$ cat src/rtl/miriscv_ram_pkg.sv
// Shared types for the two-master RAM arbiter: master index, default RAM size
// and the RAM data-port command record.
package miriscv_ram_pkg;

    typedef enum logic {
        MASTER_CORE = 1'b0,
        MASTER_DMA  = 1'b1
    } master_e;

    localparam int RAM_SIZE_DEFAULT = 256;

    typedef struct packed {
        logic        req;
        logic        we;
        logic [3:0]  be;
        logic [31:0] addr;
        logic [31:0] wdata;
    } ram_cmd_t;

endpackage

$ cat src/rtl/miriscv_rr_arb2.sv
// Two-way round-robin grant: a lone request wins at once, a tie goes to the
// master that was not granted last. The pointer moves only when advance_i is set.
module miriscv_rr_arb2
    import miriscv_ram_pkg::*;
(
    input  logic       clk_i,
    input  logic       rst_i,
    input  logic [1:0] req_i,
    input  logic       advance_i,
    output logic [1:0] gnt_o
);

    master_e r_last;

    always_ff @(posedge clk_i) begin
        if (rst_i) begin
            r_last <= MASTER_DMA;
        end else if (advance_i) begin
            r_last <= gnt_o[1] ? MASTER_DMA : MASTER_CORE;
        end
    end

    always_comb begin
        gnt_o = 2'b00;
        if (!rst_i) begin
            case (req_i)
                2'b01:   gnt_o = 2'b01;
                2'b10:   gnt_o = 2'b10;
                2'b11:   gnt_o = (r_last == MASTER_DMA) ? 2'b01 : 2'b10;
                default: gnt_o = 2'b00;
            endcase
        end
    end

endmodule

$ cat src/rtl/miriscv_ram_arbiter.sv
// Arbitrates the core LSU and the loader/DMA onto one single-port RAM with a
// one-cycle response; out-of-range accesses are granted but answered with err.
module miriscv_ram_arbiter
    import miriscv_ram_pkg::*;
#(
    parameter int RAM_SIZE = RAM_SIZE_DEFAULT
) (
    input  logic        clk_i,
    input  logic        rst_i,

    input  logic        m0_req_i,
    input  logic        m0_we_i,
    input  logic [3:0]  m0_be_i,
    input  logic [31:0] m0_addr_i,
    input  logic [31:0] m0_wdata_i,
    output logic        m0_gnt_o,
    output logic        m0_rvalid_o,
    output logic        m0_err_o,
    output logic [31:0] m0_rdata_o,

    input  logic        m1_req_i,
    input  logic        m1_we_i,
    input  logic [3:0]  m1_be_i,
    input  logic [31:0] m1_addr_i,
    input  logic [31:0] m1_wdata_i,
    output logic        m1_gnt_o,
    output logic        m1_rvalid_o,
    output logic        m1_err_o,
    output logic [31:0] m1_rdata_o,

    output logic        ram_req_o,
    output logic        ram_we_o,
    output logic [3:0]  ram_be_o,
    output logic [31:0] ram_addr_o,
    output logic [31:0] ram_wdata_o,
    input  logic [31:0] ram_rdata_i
);

    localparam logic [31:0] RAM_LIMIT = 32'(RAM_SIZE);

    logic [1:0] w_gnt;
    logic       w_any_gnt;
    logic       w_in_range;
    ram_cmd_t   w_m0_cmd, w_m1_cmd, w_sel_cmd, w_ram_cmd;
    logic       w_rsp_vld;

    logic       r_rsp_vld;
    master_e    r_rsp_owner;
    logic       r_rsp_err;

    assign w_any_gnt = |w_gnt;

    miriscv_rr_arb2 u_rr (
        .clk_i     (clk_i),
        .rst_i     (rst_i),
        .req_i     ({m1_req_i, m0_req_i}),
        .advance_i (w_any_gnt),
        .gnt_o     (w_gnt)
    );

    assign m0_gnt_o = w_gnt[0];
    assign m1_gnt_o = w_gnt[1];

    assign w_m0_cmd = '{req: m0_req_i, we: m0_we_i, be: m0_be_i, addr: m0_addr_i, wdata: m0_wdata_i};
    assign w_m1_cmd = '{req: m1_req_i, we: m1_we_i, be: m1_be_i, addr: m1_addr_i, wdata: m1_wdata_i};
    assign w_sel_cmd  = w_gnt[1] ? w_m1_cmd : w_m0_cmd;
    assign w_in_range = (w_sel_cmd.addr < RAM_LIMIT);

    // Out-of-range grants still show the command fields but never strobe the RAM.
    always_comb begin
        w_ram_cmd = '0;
        if (w_any_gnt) begin
            w_ram_cmd     = w_sel_cmd;
            w_ram_cmd.req = w_in_range;
            w_ram_cmd.we  = w_sel_cmd.we & w_in_range;
        end
    end

    assign ram_req_o   = w_ram_cmd.req;
    assign ram_we_o    = w_ram_cmd.we;
    assign ram_be_o    = w_ram_cmd.be;
    assign ram_addr_o  = w_ram_cmd.addr;
    assign ram_wdata_o = w_ram_cmd.wdata;

    always_ff @(posedge clk_i) begin
        if (rst_i) begin
            r_rsp_vld   <= 1'b0;
            r_rsp_owner <= MASTER_CORE;
            r_rsp_err   <= 1'b0;
        end else begin
            r_rsp_vld   <= w_any_gnt;
            r_rsp_owner <= w_gnt[1] ? MASTER_DMA : MASTER_CORE;
            r_rsp_err   <= ~w_in_range;
        end
    end

    // A response due in a cycle where reset is asserted is dropped.
    assign w_rsp_vld = r_rsp_vld & ~rst_i;

    assign m0_rvalid_o = w_rsp_vld && (r_rsp_owner == MASTER_CORE);
    assign m1_rvalid_o = w_rsp_vld && (r_rsp_owner == MASTER_DMA);
    assign m0_err_o    = m0_rvalid_o & r_rsp_err;
    assign m1_err_o    = m1_rvalid_o & r_rsp_err;
    assign m0_rdata_o  = (m0_rvalid_o && !r_rsp_err) ? ram_rdata_i : 32'h0;
    assign m1_rdata_o  = (m1_rvalid_o && !r_rsp_err) ? ram_rdata_i : 32'h0;

endmodule

$ cat config.mk
export PLATFORM = sky130hd
export DESIGN_NAME = miriscv_ram_arbiter
export DESIGN_NICKNAME = d
export VERILOG_FILES = /design/src/rtl/miriscv_ram_pkg.sv /design/src/rtl/miriscv_rr_arb2.sv /design/src/rtl/miriscv_ram_arbiter.sv
export SDC_FILE = /design/constraint.sdc
export NUM_CORES = 1
export LEC_CHECK = 0
export ABC_AREA = 1
export CORE_AREA = 4 4 121 123
export DETAILED_ROUTE_END_ITERATION = 7
export DIE_AREA = 0 0 125 127
export GPL_TIMING_DRIVEN = 1
export RECOVER_POWER = 50
export SETUP_SLACK_MARGIN = 0.2
export SYNTH_ARGS = -nofsm -noshare
export SYNTH_HDL_FRONTEND = slang
export SYNTH_SLANG_ARGS = --single-unit
$ cat constraint.sdc
create_clock -name clk_i -period 1.59 [get_ports clk_i]
set_clock_uncertainty 0.05 [all_clocks]
set_input_delay 0.2385 -clock clk_i [delete_from_list [all_inputs] [get_ports clk_i]]
set_output_delay 0.2385 -clock clk_i [all_outputs]
set_load 0.02 [all_outputs]
# Yosys cells after proc, flatten, opt, wreduce, memory -nomap -nowiden
# Cells that the tools add are included.
# Widths: inputs -> output; s select.
[totals]
register_bits = 4
out_inout_bits = 140
elab_cells = 29
[op_classes]
magnitude_cmp = 1
n_eq_ne = 3
n_mux = 8
bitwise_logic = 7
reduce_logical = 6
[ops]
columns = ["operator", "count"]
rows = [
  ["$mux 70", 1],
  ["$mux 69", 1],
  ["$mux 32", 2],
  ["$lt 32x9->1 const B", 1],
  ["$pmux 2 s3", 1],
  ["$and 1x1->1", 4],
  ["$eq 2x2->1 const B", 2],
  ["$logic_and 1x1->1", 4],
  ["$mux 2", 2],
  ["$not 1->1", 3],
  ["$eq 2x1->1 const B", 1],
  ["$reduce_or 2->1", 1],
  ["$logic_not 1->1", 1],
  ["$mux 1", 1],
]

# Longest topological paths before layout
[logic_depth]
ltp_word = 7
depth_mapped = 11

# Modules after synthesis
# A second synthesis with hierarchy kept.
[hier_totals]
cells_unflattened = 432
hier_area_um2 = 1841.8
[by_module_without_submodules]
columns = ["mod", "n_inst", "cells_each", "area_per_inst_um2", "seq_area_each_um2"]
rows = [
  ["miriscv_ram_arbiter", 1, 420, 1776.7, 60.1],
  ["miriscv_rr_arb2", 1, 12, 65.1, 20.0],
]

# Worst setup path after synthesis
# Ideal clock, no wire load.
[synth_path]
kind = "reg-to-output"
start = "reg r_rsp_vld"
end = "out m1_rdata_o[10]"
arrival_time_ns = 1.650
setup_slack_ns = -0.349
path_stages_with_launch = 6
cell_sequence = "dfxtp_1 > inv_1 > nor3_1 > nand2_1 > clkbuf_1 > nor2_1"
[synth_between]
elab_chain_len = 4
[synth_rtl]
columns = ["item", "line", "source"]
rows = [
  ["start, declared", "miriscv_ram_arbiter.sv:47", "logic r_rsp_vld;"],
  ["start signal, assigned", "miriscv_ram_arbiter.sv:91", "r_rsp_vld <= w_any_gnt;"],
  ["$and 1x1->1", "miriscv_ram_arbiter.sv:98", "assign w_rsp_vld = r_rsp_vld & ~rst_i;"],
  ["$logic_and 1x1->1", "miriscv_ram_arbiter.sv:101", "assign m1_rvalid_o = w_rsp_vld && (r_rsp_owner == MASTER_DMA);"],
  ["via m1_rvalid_o", "miriscv_ram_arbiter.sv:27", "output logic m1_rvalid_o,"],
  ["$logic_and 1x1->1", "miriscv_ram_arbiter.sv:105", "assign m1_rdata_o = (m1_rvalid_o && !r_rsp_err) ? ram_rdata_i : 32'h0;"],
  ["$mux 32", "miriscv_ram_arbiter.sv:105", ""],
  ["end, declared", "miriscv_ram_arbiter.sv:29", "output logic [31:0] m1_rdata_o,"],
]
# The timed path passes the listed nets, and every way through them passes these cells.

# Worst setup path after layout
[layout_path]
start = "reg u_rr.r_last"
end = "out ram_we_o"
[layout_between]
elab_chain_len = 7
word_cells_on_any_way = 8
[layout_rtl]
columns = ["item", "line", "source"]
rows = [
  ["start, declared", "miriscv_rr_arb2.sv:13", "master_e r_last;"],
  ["start signal, assigned", "miriscv_rr_arb2.sv:19", "r_last <= gnt_o[1] ? MASTER_DMA : MASTER_CORE;"],
  ["$mux 2 (*)", "miriscv_rr_arb2.sv:29", "2'b11: gnt_o = (r_last == MASTER_DMA) ? 2'b01 : 2'b10;"],
  ["$pmux 2 s3 (*)", "miriscv_rr_arb2.sv:26", "case (req_i)"],
  ["$mux 2 (*)", "miriscv_rr_arb2.sv:25", "if (!rst_i) begin"],
  ["$mux 69", "miriscv_ram_arbiter.sv:66", "assign w_sel_cmd = w_gnt[1] ? w_m1_cmd : w_m0_cmd;"],
  ["$lt 32x9->1", "miriscv_ram_arbiter.sv:67", "assign w_in_range = (w_sel_cmd.addr < RAM_LIMIT);"],
  ["$and 1x1->1", "miriscv_ram_arbiter.sv:75", "w_ram_cmd.we = w_sel_cmd.we & w_in_range;"],
  ["$mux 70 (*)", "miriscv_ram_arbiter.sv:72", "if (w_any_gnt) begin"],
  ["end, declared", "miriscv_ram_arbiter.sv:32", "output logic ram_we_o,"],
]
# Mark *: on every way between the ends. The rest lies on a longest branch, timed or not.

==> run_results.csv <==
group,metric,value,unit
global_route,grt_pass1_vias,4606,
floorplanning,initial_core_util,13.6,%
global_route,grt_max_degree,24,
floorplanning,core_area,13700,um^2
cells_and_area,drive_above_1_share,54.7,%
sta,fin_crit_sh,134,%
floorplanning,die_y,127,um
worst_setup_path,endpoint_kind,"output pin",
cts,cts_made_buffers,3,
route,wl,17100,um
floorplanning,die_area,15900,um^2
sta,layout_setup_ws,-0.543,ns
place,dp_cells,949,
global_route,antenna_found_initial,0,
place,gp_congestion,0.888,
sta,maxSlewViolCount,0,
logic_synthesis,yosysWarnings,0,
place,hpwl,11800,um
logic_synthesis,synth.cell_area,1860,um^2
hold_path,hold_class,"input port to register",
cts,cts_sinks,4,
worst_setup_path,cp-start-kind,"register",
sta,tns,-45.11,ns
cts,clk_latency,0.22,ns
hold_path,hold_start,"rst_i",
route,drc,0,
floorplanning,die_w,125,um
cts,cts.clk_slew.worst_paths,0.03,ns
run_status,violations,"setup timing",
worst_setup_path,cp_data_arrival_time,1.84,ns
sta,relSlewSlack,84.5,%
worst_setup_path,crit_required,1.30,ns
cts,cts_tree,"done",
logic_synthesis,synth_area_per_cell,4.33,um^2
route,drt_iter0_markers,63,
route,drt-pass1-iter-count,4,
global_route,overflow,0,
logic_synthesis,yosys_register_bits,4,
cells_and_area,area_growth,369,%
sta,worst_slew_pin_slew,0.233,ns
global_route,grtUsageTotal,18.9,%
sta,max_freq,469,MHz
sta,final-hold-violation-count,0,
power_and_ir_drop,p_leak,3.86,nW
route,ant_nets,0,
power_and_ir_drop,p_per_area,334,nW/um^2
global_route,grt_pass1_wl,24400,um
job,drv_cap,0,
power_and_ir_drop,vdd_drop_max,263,uV
sta,layout_min_cycle_time,2.13,ns
floorplanning,ios,314,
cells_and_area,final_common_cell,"buf_6",
run_status,status,"finished, violations left",
logic_synthesis,ys_types,21,
sta,hold_ws,0.206,ns
logic_synthesis,seq_area_frac_synth,4.31,%
worst_setup_path,crit-reg2reg-launch,"u_rr.r_last",
sta,grt_setup_unrepaired,"true",
cells_and_area,utilization,63.8,%
route,avgViaCountPerCell,4.25,
cts,cts_root_buf,"clkbuf_16",
worst_setup_path,crit_fanout,6,
worst_setup_path,worstRegToRegCells,17,
logic_synthesis,netlist_instances,429,
cts,htree_levels,1,
logic_synthesis,synthesis.nets,603,
cells_and_area,final_cell_mix,"buf_6, clkdlybuf4s50_1, nand2_1",
cells_and_area,finish.net_count,1031,
route,wire_per_inst,16.5,um
hold_path,holdPathStages,2,
place,io_buffers,313,
floorplanning,rows,43,
route,vias,4398,
cells_and_area,stdcell_count,1035,
worst_setup_path,startpoint,"u_rr.r_last",
cts,clockBufferDepth,2,
sta,finalSetupViolations,136,
worst_setup_path,crit_type,"register to output pin",
cells_and_area,antenna_cells,0,
synth_stat cells:
master,number,area (um^2)
nand2_1,155,582
nor2_1,92,345
inv_1,66,248
a21oi_1,51,255
clkbuf_1,12,45.0
nand3b_1,12,90.1
buf_2,9,45.0
dfxtp_1,4,80.1
nor2_2,4,25.0
buf_1,3,11.3
buf_4,3,22.5
nand3_1,3,15.0
o21ai_0,3,15.0
inv_2,2,7.51
nand3_2,2,20.0
nor3_1,2,10.0
nor4_1,2,12.5
buf_6,1,11.3
nand2_2,1,6.26
o211ai_1,1,7.51
o21ai_1,1,5.00
power breakdown:
group | total, mW | internal, mW | switching (mW)
clock | 0.388 | 0.321 | 0.0672
sequential | 0.114 | 0.108 | 0.00606
combinational | 2.40 | 1.33 | 1.07
critical path, cell delays in order (launching register included):
cell and delay [ns]:
dfxtp_2 0.34, nand2_4 0.06, nand3_4 0.13, buf_12 0.16, buf_8 0.11, nand2_2 0.06, nand2_2 0.07, nand2_2 0.05
nor2_1 0.10, nand2_1 0.09, nor2_4 0.13, nand3_4 0.11, nor2_4 0.09, buf_6 0.12
path summary, 6_finish.rpt:
check	endpoint	slack [ns]
max	ram_we_o	-0.54
min	r_rsp_err	0.21
max reg2reg	r_rsp_err	-0.48
min reg2reg	r_rsp_owner	0.70
kinds of logic after synthesis:
| group | synth area share, % |
|---|---|
| buf+inv | 21.0 |
| compound gates | 15.2 |
| flops | 4.31 |
| simple gates | 59.5 |
final cells by class:
cell class                 instances  area (um^2)
timing repair buffer             451         5260
fill                            1053         4950
multi-input combinational        329         2790
inverter                          68          280
tap                              180          225
sequential                         4         86.3
clock buffer                       3         75.1
layer usage:
layer	global-route usage [%]	vias up	wire [um]
met3	2.68	26	922
met5	0	-	0
li1	-	2150	-
met1	20.3	2050	5980
met2	38.0	172	9690
met4	5.10	0	464
metrics by stage:
step	cell area, um^2	total power, mW	setup WS (ns)
after CTS	7980	2.75	-0.601
after global routing	8710	3.05	-0.690
after global placement	6790	1.92	-1.32
after detailed placement	6790	1.93	-1.37
after floorplan	3220	1.01	-0.0627
final	8710	2.91	-0.543
repair_timing:
action / 4_1_cts / 5_1_grt
endpoints found under the setup margin: 143 / 141
setup buffers: 39 / 27
cloned: 14 / 3
hold buffers: 0 / 0
pin swaps: 22 / 25
resized for setup: 896 / 116
sequential cells by signal, summed over array words and instances (netlist names):
| signal | count |
|---|---|
| r_rsp_err | 1 |
| r_rsp_owner | 1 |
| r_rsp_vld | 1 |
| u_rr.r_last | 1 |
(Power assumes the default switching activity.)
